<file path="config.mk">
export PLATFORM = sky130hd
export DESIGN_NAME = ina_reg_bank
export DESIGN_NICKNAME = d
export VERILOG_FILES = /design/src/rtl/ina_reg_bank_pkg.sv /design/src/rtl/ina_sat_mul.sv /design/src/rtl/ina_reg_bank.sv
export SDC_FILE = /design/constraint.sdc
export NUM_CORES = 1
export LEC_CHECK = 0
export ABC_CLOCK_PERIOD_IN_PS = 9300
export CAP_MARGIN = 10
export CORE_ASPECT_RATIO = 0.6
export CORE_MARGIN = 2
export CORE_UTILIZATION = 35
export DETAILED_ROUTE_END_ITERATION = 12
export GPL_TIMING_DRIVEN = 0
export SYNTH_ARGS = -nofsm -noshare
export SYNTH_HDL_FRONTEND = slang
export SYNTH_SLANG_ARGS = --single-unit
</file>
<file path="constraint.sdc">
create_clock -name clk -period 9.3 [get_ports clk]
set_input_delay 1.86 -clock clk [delete_from_list [all_inputs] [get_ports clk]]
set_output_delay 1.86 -clock clk [all_outputs]
set_load 0.02 [all_outputs]
</file>
<file path="src/rtl/ina_reg_bank_pkg.sv">
// ina_reg_bank_pkg: register map, CONFIG fields, reset defaults and compute FSM states
package ina_reg_bank_pkg;
  localparam logic [7:0] P_CFG = 8'd0;
  localparam logic [7:0] P_SHUNT = 8'd1;
  localparam logic [7:0] P_BUS = 8'd2;
  localparam logic [7:0] P_POWER = 8'd3;
  localparam logic [7:0] P_CURRENT = 8'd4;
  localparam logic [7:0] P_CAL = 8'd5;
  localparam logic [15:0] CFG_RST_DEF = 16'h399F;
  localparam logic [15:0] CAL_RST_DEF = 16'h0000;
  localparam int CFG_RST_BIT = 15;
  localparam int CFG_AVG_LSB = 9;
  localparam int CFG_AVG_MSB = 11;
  typedef enum logic [1:0] {S_IDLE, S_MUL_I, S_MUL_P, S_DONE} state_t;
endpackage

</file>
<file path="src/rtl/ina_sat_mul.sv">
// ina_sat_mul: signed multiply, >>>12, saturate to signed or unsigned 16-bit with overflow flag
module ina_sat_mul (
  input  logic signed [16:0] i_a,
  input  logic signed [16:0] i_b,
  input  logic               i_uns,
  output logic        [15:0] o_p,
  output logic               o_ovf
);
  logic signed [33:0] w_prod;
  logic signed [21:0] w_sh;
  assign w_prod = i_a * i_b;
  assign w_sh = 22'(w_prod >>> 12);
  assign o_ovf = i_uns ? (w_sh > 22'sd65535) : (w_sh > 22'sd32767 || w_sh < -22'sd32768);
  assign o_p = !o_ovf ? w_sh[15:0] : i_uns ? 16'hFFFF : w_sh[21] ? 16'h8000 : 16'h7FFF;
endmodule

</file>
<file path="src/rtl/ina_reg_bank.sv">
// ina_reg_bank: INA-style register bank with current/power compute FSM
// Optional sample averaging enabled by defining INA_AVG_EN.
module ina_reg_bank
  import ina_reg_bank_pkg::*;
#(
  parameter logic [15:0] CFG_RST = CFG_RST_DEF,
  parameter logic [15:0] CAL_RST = CAL_RST_DEF
) (
  input  logic               clk,
  input  logic               rst,
  input  logic               wr_stb,
  input  logic        [7:0]  wr_ptr,
  input  logic        [15:0] wr_data,
  input  logic        [7:0]  rd_ptr,
  input  logic               rd_stb,
  output logic        [15:0] rd_data,
  input  logic               meas_valid,
  input  logic signed [15:0] shunt_in,
  input  logic        [12:0] bus_in,
  output logic               cnvr,
  output logic               ovf
);
  logic [15:0] r_cfg, r_cal, r_cal_snap, r_power;
  logic signed [15:0] r_shunt, r_current;
  logic [12:0] r_bus;
  logic r_cnvr, r_ovf, r_sat;
  state_t r_state;
  logic w_cfg_wr, w_srst, w_clr, w_start, w_ovf;
  logic [15:0] w_mean, w_abs, w_p;
  logic signed [16:0] w_a, w_b;
  assign w_cfg_wr = wr_stb && wr_ptr == P_CFG;
  assign w_srst = w_cfg_wr && wr_data[CFG_RST_BIT];
  assign w_clr = w_cfg_wr || (rd_stb && rd_ptr == P_POWER);
`ifdef INA_AVG_EN
  logic signed [22:0] r_acc, w_acc_n;
  logic [6:0] r_cnt;
  logic [2:0] w_n;
  logic w_last;
  assign w_n = r_cfg[CFG_AVG_MSB:CFG_AVG_LSB];
  assign w_acc_n = r_acc + shunt_in;
  assign w_last = r_cnt == ((7'd1 << w_n) - 7'd1);
  assign w_mean = 16'(w_acc_n >>> w_n);
  assign w_start = meas_valid && r_state == S_IDLE && w_last;
  always_ff @(posedge clk) begin
    if (rst || w_cfg_wr) begin
      r_acc <= '0;
      r_cnt <= '0;
    end else if (meas_valid && r_state == S_IDLE) begin
      r_acc <= w_last ? '0 : w_acc_n;
      r_cnt <= w_last ? '0 : r_cnt + 7'd1;
    end
  end
`else
  assign w_mean = shunt_in;
  assign w_start = meas_valid && r_state == S_IDLE;
`endif
  // One multiplier serves both steps: signed current in MUL_I, unsigned power in MUL_P
  assign w_abs = r_current[15] ? 16'(-r_current) : r_current;
  assign w_a = r_state == S_MUL_P ? {1'b0, w_abs} : {r_shunt[15], r_shunt};
  assign w_b = r_state == S_MUL_P ? {4'b0, r_bus} : {1'b0, r_cal_snap};
  ina_sat_mul u_mul (.i_a(w_a), .i_b(w_b), .i_uns(r_state == S_MUL_P), .o_p(w_p), .o_ovf(w_ovf));
  always_ff @(posedge clk) begin
    if (rst || w_srst) begin
      r_cfg <= CFG_RST;
      r_cal <= CAL_RST;
      r_cal_snap <= '0;
      r_shunt <= '0;
      r_bus <= '0;
      r_power <= '0;
      r_current <= '0;
      r_cnvr <= 1'b0;
      r_ovf <= 1'b0;
      r_sat <= 1'b0;
      r_state <= S_IDLE;
    end else begin
      if (w_cfg_wr) r_cfg <= {1'b0, wr_data[14:0]};
      if (wr_stb && wr_ptr == P_CAL) r_cal <= {wr_data[15:1], 1'b0};
      r_cnvr <= r_state == S_DONE ? 1'b1 : w_clr ? 1'b0 : r_cnvr;
      r_ovf <= (r_state == S_DONE && r_sat) ? 1'b1 : w_clr ? 1'b0 : r_ovf;
      case (r_state)
        S_IDLE: if (w_start) begin
          r_shunt <= w_mean;
          r_bus <= bus_in;
          r_cal_snap <= r_cal;
          r_state <= S_MUL_I;
        end
        S_MUL_I: begin
          r_current <= w_p;
          r_sat <= w_ovf;
          r_state <= S_MUL_P;
        end
        S_MUL_P: begin
          r_power <= w_p;
          r_sat <= r_sat | w_ovf;
          r_state <= S_DONE;
        end
        default: r_state <= S_IDLE;
      endcase
    end
  end
  always_comb
    rd_data = rd_ptr == P_CFG ? r_cfg :
              rd_ptr == P_SHUNT ? r_shunt :
              rd_ptr == P_BUS ? {r_bus, 1'b0, r_cnvr, r_ovf} :
              rd_ptr == P_POWER ? r_power :
              rd_ptr == P_CURRENT ? r_current :
              rd_ptr == P_CAL ? r_cal : 16'h0000;
  assign cnvr = r_cnvr;
  assign ovf = r_ovf;
endmodule

</file>
* Yosys cells after proc, flatten, opt, wreduce, memory -nomap -nowiden
Index checks and enable logic that the tools add are counted. Widths: inputs -> output; s select.
Word-level totals: word-level logic and storage cells 62, input bits 66, bits in registers 111, output and inout port bits 18
Cells by class: bitwise operators 1, equality and inequality tests 10, mux-type cells 19, add/sub/neg operators 1, reduce and logical (&&, ||, !) cells 16, order comparisons 3, $mul 1
Operator list (number):
- $mux 16 | 11
- $mul 17x17->34 | 1
- $eq 8x3->1 const B | 3
- $gt 22x16->1 const B | 1
- $gt 22x17->1 const B | 1
- $lt 22x16->1 const B | 1
- $mux 17 | 1
- $eq 8x2->1 const B | 2
- $logic_not 8->1 | 2
- $neg 16->16 | 1
- $eq 8x1->1 const B | 1
- $logic_and 1x1->1 | 6
- $pmux 2 s3 | 1
- $reduce_bool 2->1 | 3
- $eq 2x2->1 const B | 2
- $mux 1 | 4
- $logic_or 1x1->1 | 3
- $eq 2x1->1 const B | 1
- $logic_not 2->1 | 1
- $mux 2 | 1
- $ne 2x2->1 const B | 1
- $pmux 1 s2 | 1
- $reduce_and 2->1 | 1
- $or 1x1->1 | 1

* Logic depth before layout (Yosys ltp)
depth in word-level cells 9, mapped depth 34, depth with buffers taken out 32

* Hierarchy
Synthesis repeated with hierarchy kept, for this count alone.
Unflattened totals: cells, all modules 1941, area, all modules 17160.2 µm²
Modules (own cells, without submodules):
- ina_sat_mul | seq. area each 0.0 µm², cells an instance 1269, instances 1, area each 11654.9 µm²
- ina_reg_bank | seq. area each 2222.1 µm², cells an instance 672, instances 1, area each 5505.3 µm²

* Least setup slack after synthesis
OpenSTA, ideal clock, no wires.
kind register -> register, start register r_current[0], end register r_current[13], path slack 1.133 ns, path buffers 1, data arrival time 8.045 ns, setup time 0.122 ns, data required time 9.178 ns, period minus slack after synthesis 8.167 ns, cell stages (with the launch flop) 32, cells stage by stage dfxtp_1 -> inv_1 -> ha_1 -> nand2_1 -> or3_1 -> or3_1 -> or4_1 -> o21ai_1 -> xor2_1 -> a21o_1 -> nor2_1 -> fa_1 -> inv_1 -> fa_1 -> fa_1 -> inv_1 -> fa_1 -> fa_1 -> inv_1 -> fa_1 -> inv_1 -> ha_1 -> a21oi_2 -> o21ai_2 -> a311o_1 -> or4_1 -> nand4_1 -> o21ai_2 -> o41ai_4 -> nor2_2 -> buf_6 -> a221o_1
On the way: longest elaborated chain between the ends 8, elaborated cells between the ends (all ways) 12, those cells by class add/sub: 1; mul: 1; order compare: 3; mux: 6; reduce/logical: 1
Ends and longest elaborated chain:
- from (decl) | line ina_reg_bank.sv:24 | logic signed [15:0] r_shunt, r_current;
- from (signal assigned) | line ina_reg_bank.sv:88 | r_current <= w_p;
- $neg 16->16 | line ina_reg_bank.sv:58 | assign w_abs = r_current[15] ? 16'(-r_current) : r_current;
- $mux 16 (*) | line ina_reg_bank.sv:58
- $mux 17 (*) | line ina_reg_bank.sv:59 | assign w_a = r_state == S_MUL_P ? {1'b0, w_abs} : {r_shunt[15], r_shunt};
- $mul 17x17->34 (*) | line ina_sat_mul.sv:11 | assign w_prod = i_a * i_b;
- $gt 22x16->1 / $lt 22x16->1 (equally long branches) | line ina_sat_mul.sv:13 | assign o_ovf = i_uns ? (w_sh > 22'sd65535) : (w_sh > 22'sd32767 || w_sh < -22'sd32768);
- $logic_or 1x1->1 | line ina_sat_mul.sv:13
- $mux 1 | line ina_sat_mul.sv:13
- $mux 16 (*) | line ina_sat_mul.sv:14 | assign o_p = !o_ovf ? w_sh[15:0] : i_uns ? 16'hFFFF : w_sh[21] ? 16'h8000 : 16'h7FFF;
Every way passes the cells marked *; elsewhere a longest branch is shown, timed or not. A chain may end at the register's enable or synchronous reset.

* Worst setup path after layout
start register r_state[0], end register r_current[5]
On the way: longest elaborated chain between the ends 7, elaborated cells between the ends (all ways) 13, those cells by class mul: 1; order compare: 3; eq/ne: 2; mux: 6; reduce/logical: 1
Ends and longest elaborated chain:
- from (decl) | line ina_reg_bank.sv:27 | state_t r_state;
- from (signal assigned) | line ina_reg_bank.sv:74 | r_state <= S_IDLE;
- from (signal assigned) | line ina_reg_bank.sv:85 | r_state <= S_MUL_I;
- from (signal assigned) | line ina_reg_bank.sv:90 | r_state <= S_MUL_P;
- $eq 2x2->1 | line ina_reg_bank.sv:59, ina_reg_bank.sv:60, ina_reg_bank.sv:61
- $mux 17 / $mux 16 (equally long branches) | line ina_reg_bank.sv:59, ina_reg_bank.sv:60
- $mul 17x17->34 | line ina_sat_mul.sv:11
- $gt 22x16->1 / $lt 22x16->1 (equally long branches) | line ina_sat_mul.sv:13
- $logic_or 1x1->1 | line ina_sat_mul.sv:13
- $mux 1 | line ina_sat_mul.sv:13
- $mux 16 | line ina_sat_mul.sv:14
Several ways; a longest one is shown, not always the timed one.

==> impl_metrics.prom <==
# TYPE chip_impl_metric gauge
chip_impl_metric{name="leakage",unit="nW"} 8.67
chip_impl_metric{name="max_slew_vio_count",unit=""} 0
chip_impl_metric{name="clkTransAtPathRegs",unit="ps"} 80
chip_impl_info{name="worst_setup_path_end_kind",value="flop"} 1
chip_impl_metric{name="drt_iter0_markers",unit=""} 1340
chip_impl_metric{name="floorplan.core_area",unit="mm²"} 0.0450
chip_impl_metric{name="max_clock_freq",unit="GHz"} 0.110
chip_impl_metric{name="buffer_depth_of_the_longest_clock_path",unit=""} 2
chip_impl_info{name="cp-startpoint",value="r_state[0]$_SDFFE_PP0P_"} 1
chip_impl_metric{name="fin_skew",unit="ps"} 10.6
chip_impl_metric{name="grt_max_degree",unit=""} 22
chip_impl_metric{name="number_of_buffers_and_inverters_on_the_critical_path",unit=""} 10
chip_impl_metric{name="clock_tree.htree_level_count",unit=""} 3
chip_impl_metric{name="flop_and_latch_count_out_of_synthesis",unit=""} 111
chip_impl_metric{name="fp.dieArea",unit="mm²"} 0.0476
chip_impl_info{name="synth.most_common_cell",value="sky130_fd_sc_hd__inv_1"} 1
chip_impl_metric{name="dp_worst_setup_slack",unit="ps"} -1490
chip_impl_info{name="tritoncts_clock_tree",value="built"} 1
chip_impl_metric{name="worst_slack",unit="ps"} 234
chip_impl_metric{name="route.detailed.vias_per_inst",unit=""} 5.26
chip_impl_metric{name="first_pass_grt_wire_length",unit="mm"} 83.8
chip_impl_metric{name="area.sequential",unit="mm²"} 0.00222
chip_impl_metric{name="yosys.cell_types.count",unit=""} 71
chip_impl_metric{name="drive_above_1_share",unit="%"} 6.85
chip_impl_metric{name="num-fill-cells",unit=""} 4555
chip_impl_info{name="cts_root_buf",value="sky130_fd_sc_hd__clkbuf_16"} 1
chip_impl_info{name="worst_hold_startpoint",value="r_cfg[6]$_SDFFE_PP0P_"} 1
chip_impl_metric{name="initial_antenna_violation_count",unit=""} 2
chip_impl_metric{name="timing.critical_path.arrival",unit="ps"} 9330
chip_impl_metric{name="hold_viol_final",unit=""} 0
chip_impl_metric{name="detail-route-antenna-nets",unit=""} 0
chip_impl_metric{name="finalSetupViolCount",unit=""} 0
chip_impl_metric{name="ys_async_sr_fraction",unit="%"} 0
chip_impl_metric{name="multiInputGateArea",unit="mm²"} 0.0125
chip_impl_metric{name="grt.overflow.total",unit=""} 0
chip_impl_metric{name="tightestPinTransition",unit="ps"} 1090
chip_impl_metric{name="grt_usage",unit="%"} 24.0
chip_impl_metric{name="detail_route.wirelength",unit="mm"} 56.2
chip_impl_metric{name="fin_nets",unit=""} 2457
chip_impl_metric{name="portBuffers",unit=""} 82
chip_impl_info{name="main_flop_type_after_synthesis",value="sky130_fd_sc_hd__dfxtp_1"} 1
chip_impl_metric{name="fp.dieW",unit="µm"} 280
chip_impl_metric{name="cap_viol_max_count",unit=""} 0
chip_impl_info{name="setup.worst_path.class",value="reg2reg"} 1
chip_impl_metric{name="length_of_the_first_detailed_routing_pass_in_iterations",unit=""} 6
chip_impl_metric{name="drc",unit=""} 0
chip_impl_metric{name="postSynthAreaPerCell",unit="µm²"} 8.40
chip_impl_metric{name="dieHeight",unit="µm"} 170
chip_impl_info{name="yosys-top-cells-area",value="sky130_fd_sc_hd__fa_1 (35%), sky130_fd_sc_hd__dfxtp_1 (14%), sky130_fd_sc_hd__inv_1 (8.9%)"} 1
chip_impl_metric{name="max_stage_delay",unit="ps"} 650
chip_impl_metric{name="rel_slew_slack",unit="%"} 27.5
chip_impl_info{name="status",value="finished clean"} 1
chip_impl_metric{name="floorplan.rows",unit=""} 60
chip_impl_metric{name="cts_num_sinks",unit=""} 111
chip_impl_info{name="critical_path.startpoint_type",value="flop"} 1
chip_impl_metric{name="required",unit="ps"} 9560
chip_impl_metric{name="io_pins",unit=""} 84
chip_impl_metric{name="holdWs",unit="ps"} 460
chip_impl_metric{name="synth-warning-count",unit=""} 0
chip_impl_metric{name="tritoncts.num_buffers",unit=""} 9
chip_impl_metric{name="gpl_congestion",unit=""} 0.961
chip_impl_metric{name="synth_area",unit="mm²"} 0.0160
chip_impl_metric{name="area.growth.synth_to_final",unit="%"} 15.4
chip_impl_info{name="critPathSlowestCell",value="sky130_fd_sc_hd__mux2i_2"} 1
chip_impl_info{name="yosys-top-cells-count",value="sky130_fd_sc_hd__inv_1 (382), sky130_fd_sc_hd__nand2_1 (291), sky130_fd_sc_hd__fa_1 (277)"} 1
chip_impl_metric{name="hpwl",unit="mm"} 48.8
chip_impl_metric{name="synth.yosys.seq_area_share",unit="%"} 13.9
chip_impl_metric{name="synth_edf_count",unit=""} 0
chip_impl_info{name="netlist.top_cell.by_area",value="sky130_fd_sc_hd__fa_1"} 1
chip_impl_metric{name="post-route-min-period",unit="ps"} 9070
chip_impl_info{name="hold_path.class",value="reg2reg"} 1
chip_impl_metric{name="synthDominantCellAreaShare",unit="%"} 34.6
chip_impl_metric{name="drt-wirelength-per-cell",unit="µm"} 21.5
chip_impl_info{name="critical-path-top-cell-by-count",value="sky130_fd_sc_hd__fa_1"} 1
chip_impl_metric{name="route.vias.total",unit=""} 13800
chip_impl_metric{name="postSynthCellCount",unit=""} 1910
chip_impl_metric{name="critical_path.max_fanout",unit=""} 10
chip_impl_metric{name="initial_utilization",unit="%"} 35.6
chip_impl_metric{name="final.period_utilization",unit="%"} 97.5
chip_impl_metric{name="vdd.ir_drop.worst",unit="mV"} 0.0829
chip_impl_metric{name="power_density_of_the_placed_cells",unit="mW/mm²"} 82.0
chip_impl_info{name="critical_path.top_delay_family",value="adder cells"} 1
chip_impl_metric{name="number_of_global_route_vias_before_repair",unit=""} 13200
chip_impl_metric{name="holdBufCountCts",unit=""} 0
chip_impl_info{name="timing.rr.start",value="r_state[0]$_SDFFE_PP0P_"} 1
chip_impl_metric{name="clkLatencyLatePin",unit="ps"} 380
[where the power goes]
part / internal (mW) / total (mW) / switching (mW)
combinational: 0.180 / 0.549 / 0.369
clock: 0.192 / 0.401 / 0.209
sequential: 0.508 / 0.569 / 0.0602
[layer usage]
layer  routed length [µm]  part of all wire [%]  GRT usage [%]  vias to the layer above
li1                     -                     -              -                     6174
met1                26700                    47           36.8                     6947
met2                21200                    38           30.4                      605
met3                 7630                    14           11.1                       47
met4                  806                   1.4           3.67                        0
met5                    0                     0              0                        -
[area by class of cell]
cell class | count | share of cell area (%)
Sequential cell | 111 | 12.0
Multi-Input combinational cell | 1348 | 67.6
Clock buffer | 9 | 1.22
Clock inverter | 7 | 0.399
Antenna cell | 1 | 0.0135
Inverter | 382 | 7.75
Tap cell | 589 | 3.98
Buffer | 73 | 1.76
Timing Repair Buffer | 99 | 5.25
[registers in the layout, summed over array words and instances (netlist names)]
register and cells:
r_current 16, r_power 16, r_shunt 16, r_cal 15
r_cal_snap 15, r_cfg 15, r_bus 13, r_state 2
cnvr 1, ovf 1, r_sat 1
[final timing paths]
| kind | end | slack, ps | cells after the start |
|---|---|---|---|
| worst max-delay path | r_current[5]$_SDFFE_PP0N_ | 230 | 29 |
| worst min register to register | r_cfg[6]$_SDFFE_PP0P_ | 460 | 2 |
| worst min-delay path | r_cfg[6]$_SDFFE_PP0P_ | 460 | 2 |
| worst max register to register | r_current[5]$_SDFFE_PP0N_ | 230 | 29 |
[layout by cell type, fill, tap and decap left out, types with 7 or more instances in the layout]
cell type                           n
sky130_fd_sc_hd__a21o_1            17
sky130_fd_sc_hd__mux2i_1           47
sky130_fd_sc_hd__inv_1            381
sky130_fd_sc_hd__fa_1             276
sky130_fd_sc_hd__or3_1              7
sky130_fd_sc_hd__clkbuf_1          48
sky130_fd_sc_hd__nand4_1            7
sky130_fd_sc_hd__and2_1            50
sky130_fd_sc_hd__clkbuf_16          9
sky130_fd_sc_hd__a221o_1           16
sky130_fd_sc_hd__nor2_1           153
sky130_fd_sc_hd__nand3_1           21
sky130_fd_sc_hd__mux2_2            10
sky130_fd_sc_hd__o21ai_0           45
sky130_fd_sc_hd__clkdlybuf4s50_1   82
sky130_fd_sc_hd__ha_1              89
sky130_fd_sc_hd__buf_4             15
sky130_fd_sc_hd__a21oi_1           97
sky130_fd_sc_hd__clkbuf_2           9
sky130_fd_sc_hd__nand2_1          291
sky130_fd_sc_hd__xor2_1            11
sky130_fd_sc_hd__nor2b_1           15
sky130_fd_sc_hd__nand2b_1          17
sky130_fd_sc_hd__nor3_1             8
sky130_fd_sc_hd__o211ai_1          13
sky130_fd_sc_hd__o221ai_1           9
sky130_fd_sc_hd__dfxtp_1          110
sky130_fd_sc_hd__a21oi_4            9
sky130_fd_sc_hd__xnor2_1           21
[through the flow]
stage | util (%) | TNS [ps] | cells | total power [mW] | cell area [µm²]
CTS | 40.4 | 0 | 2612 | 1.47 | 18200
global placement | 39.1 | -41060 | 2586 | 1.05 | 17600
finish | 41.1 | 0 | 2619 | 1.52 | 18500
detailed placement | 39.1 | -41750 | 2587 | 1.06 | 17600
floorplan | - | 0 | 1915 | 0.841 | 16100
global route | 41.1 | -422 | 2618 | 1.57 | 18500
[what timing repair did]
action                     4_1_cts  5_1_grt
pin swaps                        6       17
resized for setup               40       60
setup endpoints to repair       33       33
setup buffers                    9        7
cloned                           0        0
[cells by family after synthesis]
group / Yosys count / share of synthesized area, %
multiplexers: 66 / 4.20
AO/OA/AOI/OAI: 269 / 10.9
other: 1 / 0.0234
adder cells (fa/ha/maj): 367 / 41.6
buffers and inverters: 456 / 10.9
AND/OR/NAND/NOR: 602 / 16.4
flip-flops: 111 / 13.9
XOR/XNOR: 38 / 2.21
[worst reg2reg max path, delay by kind of cell (launching register included)]
kind | cells | cell delay (ps)
compound gates | 6 | 1660
simple gates | 4 | 1010
flops | 1 | 340
buf+inv | 10 | 1720
fa+ha+maj | 8 | 3590
mux | 1 | 650
No activity file was read; power rests on OpenSTA's default activity.
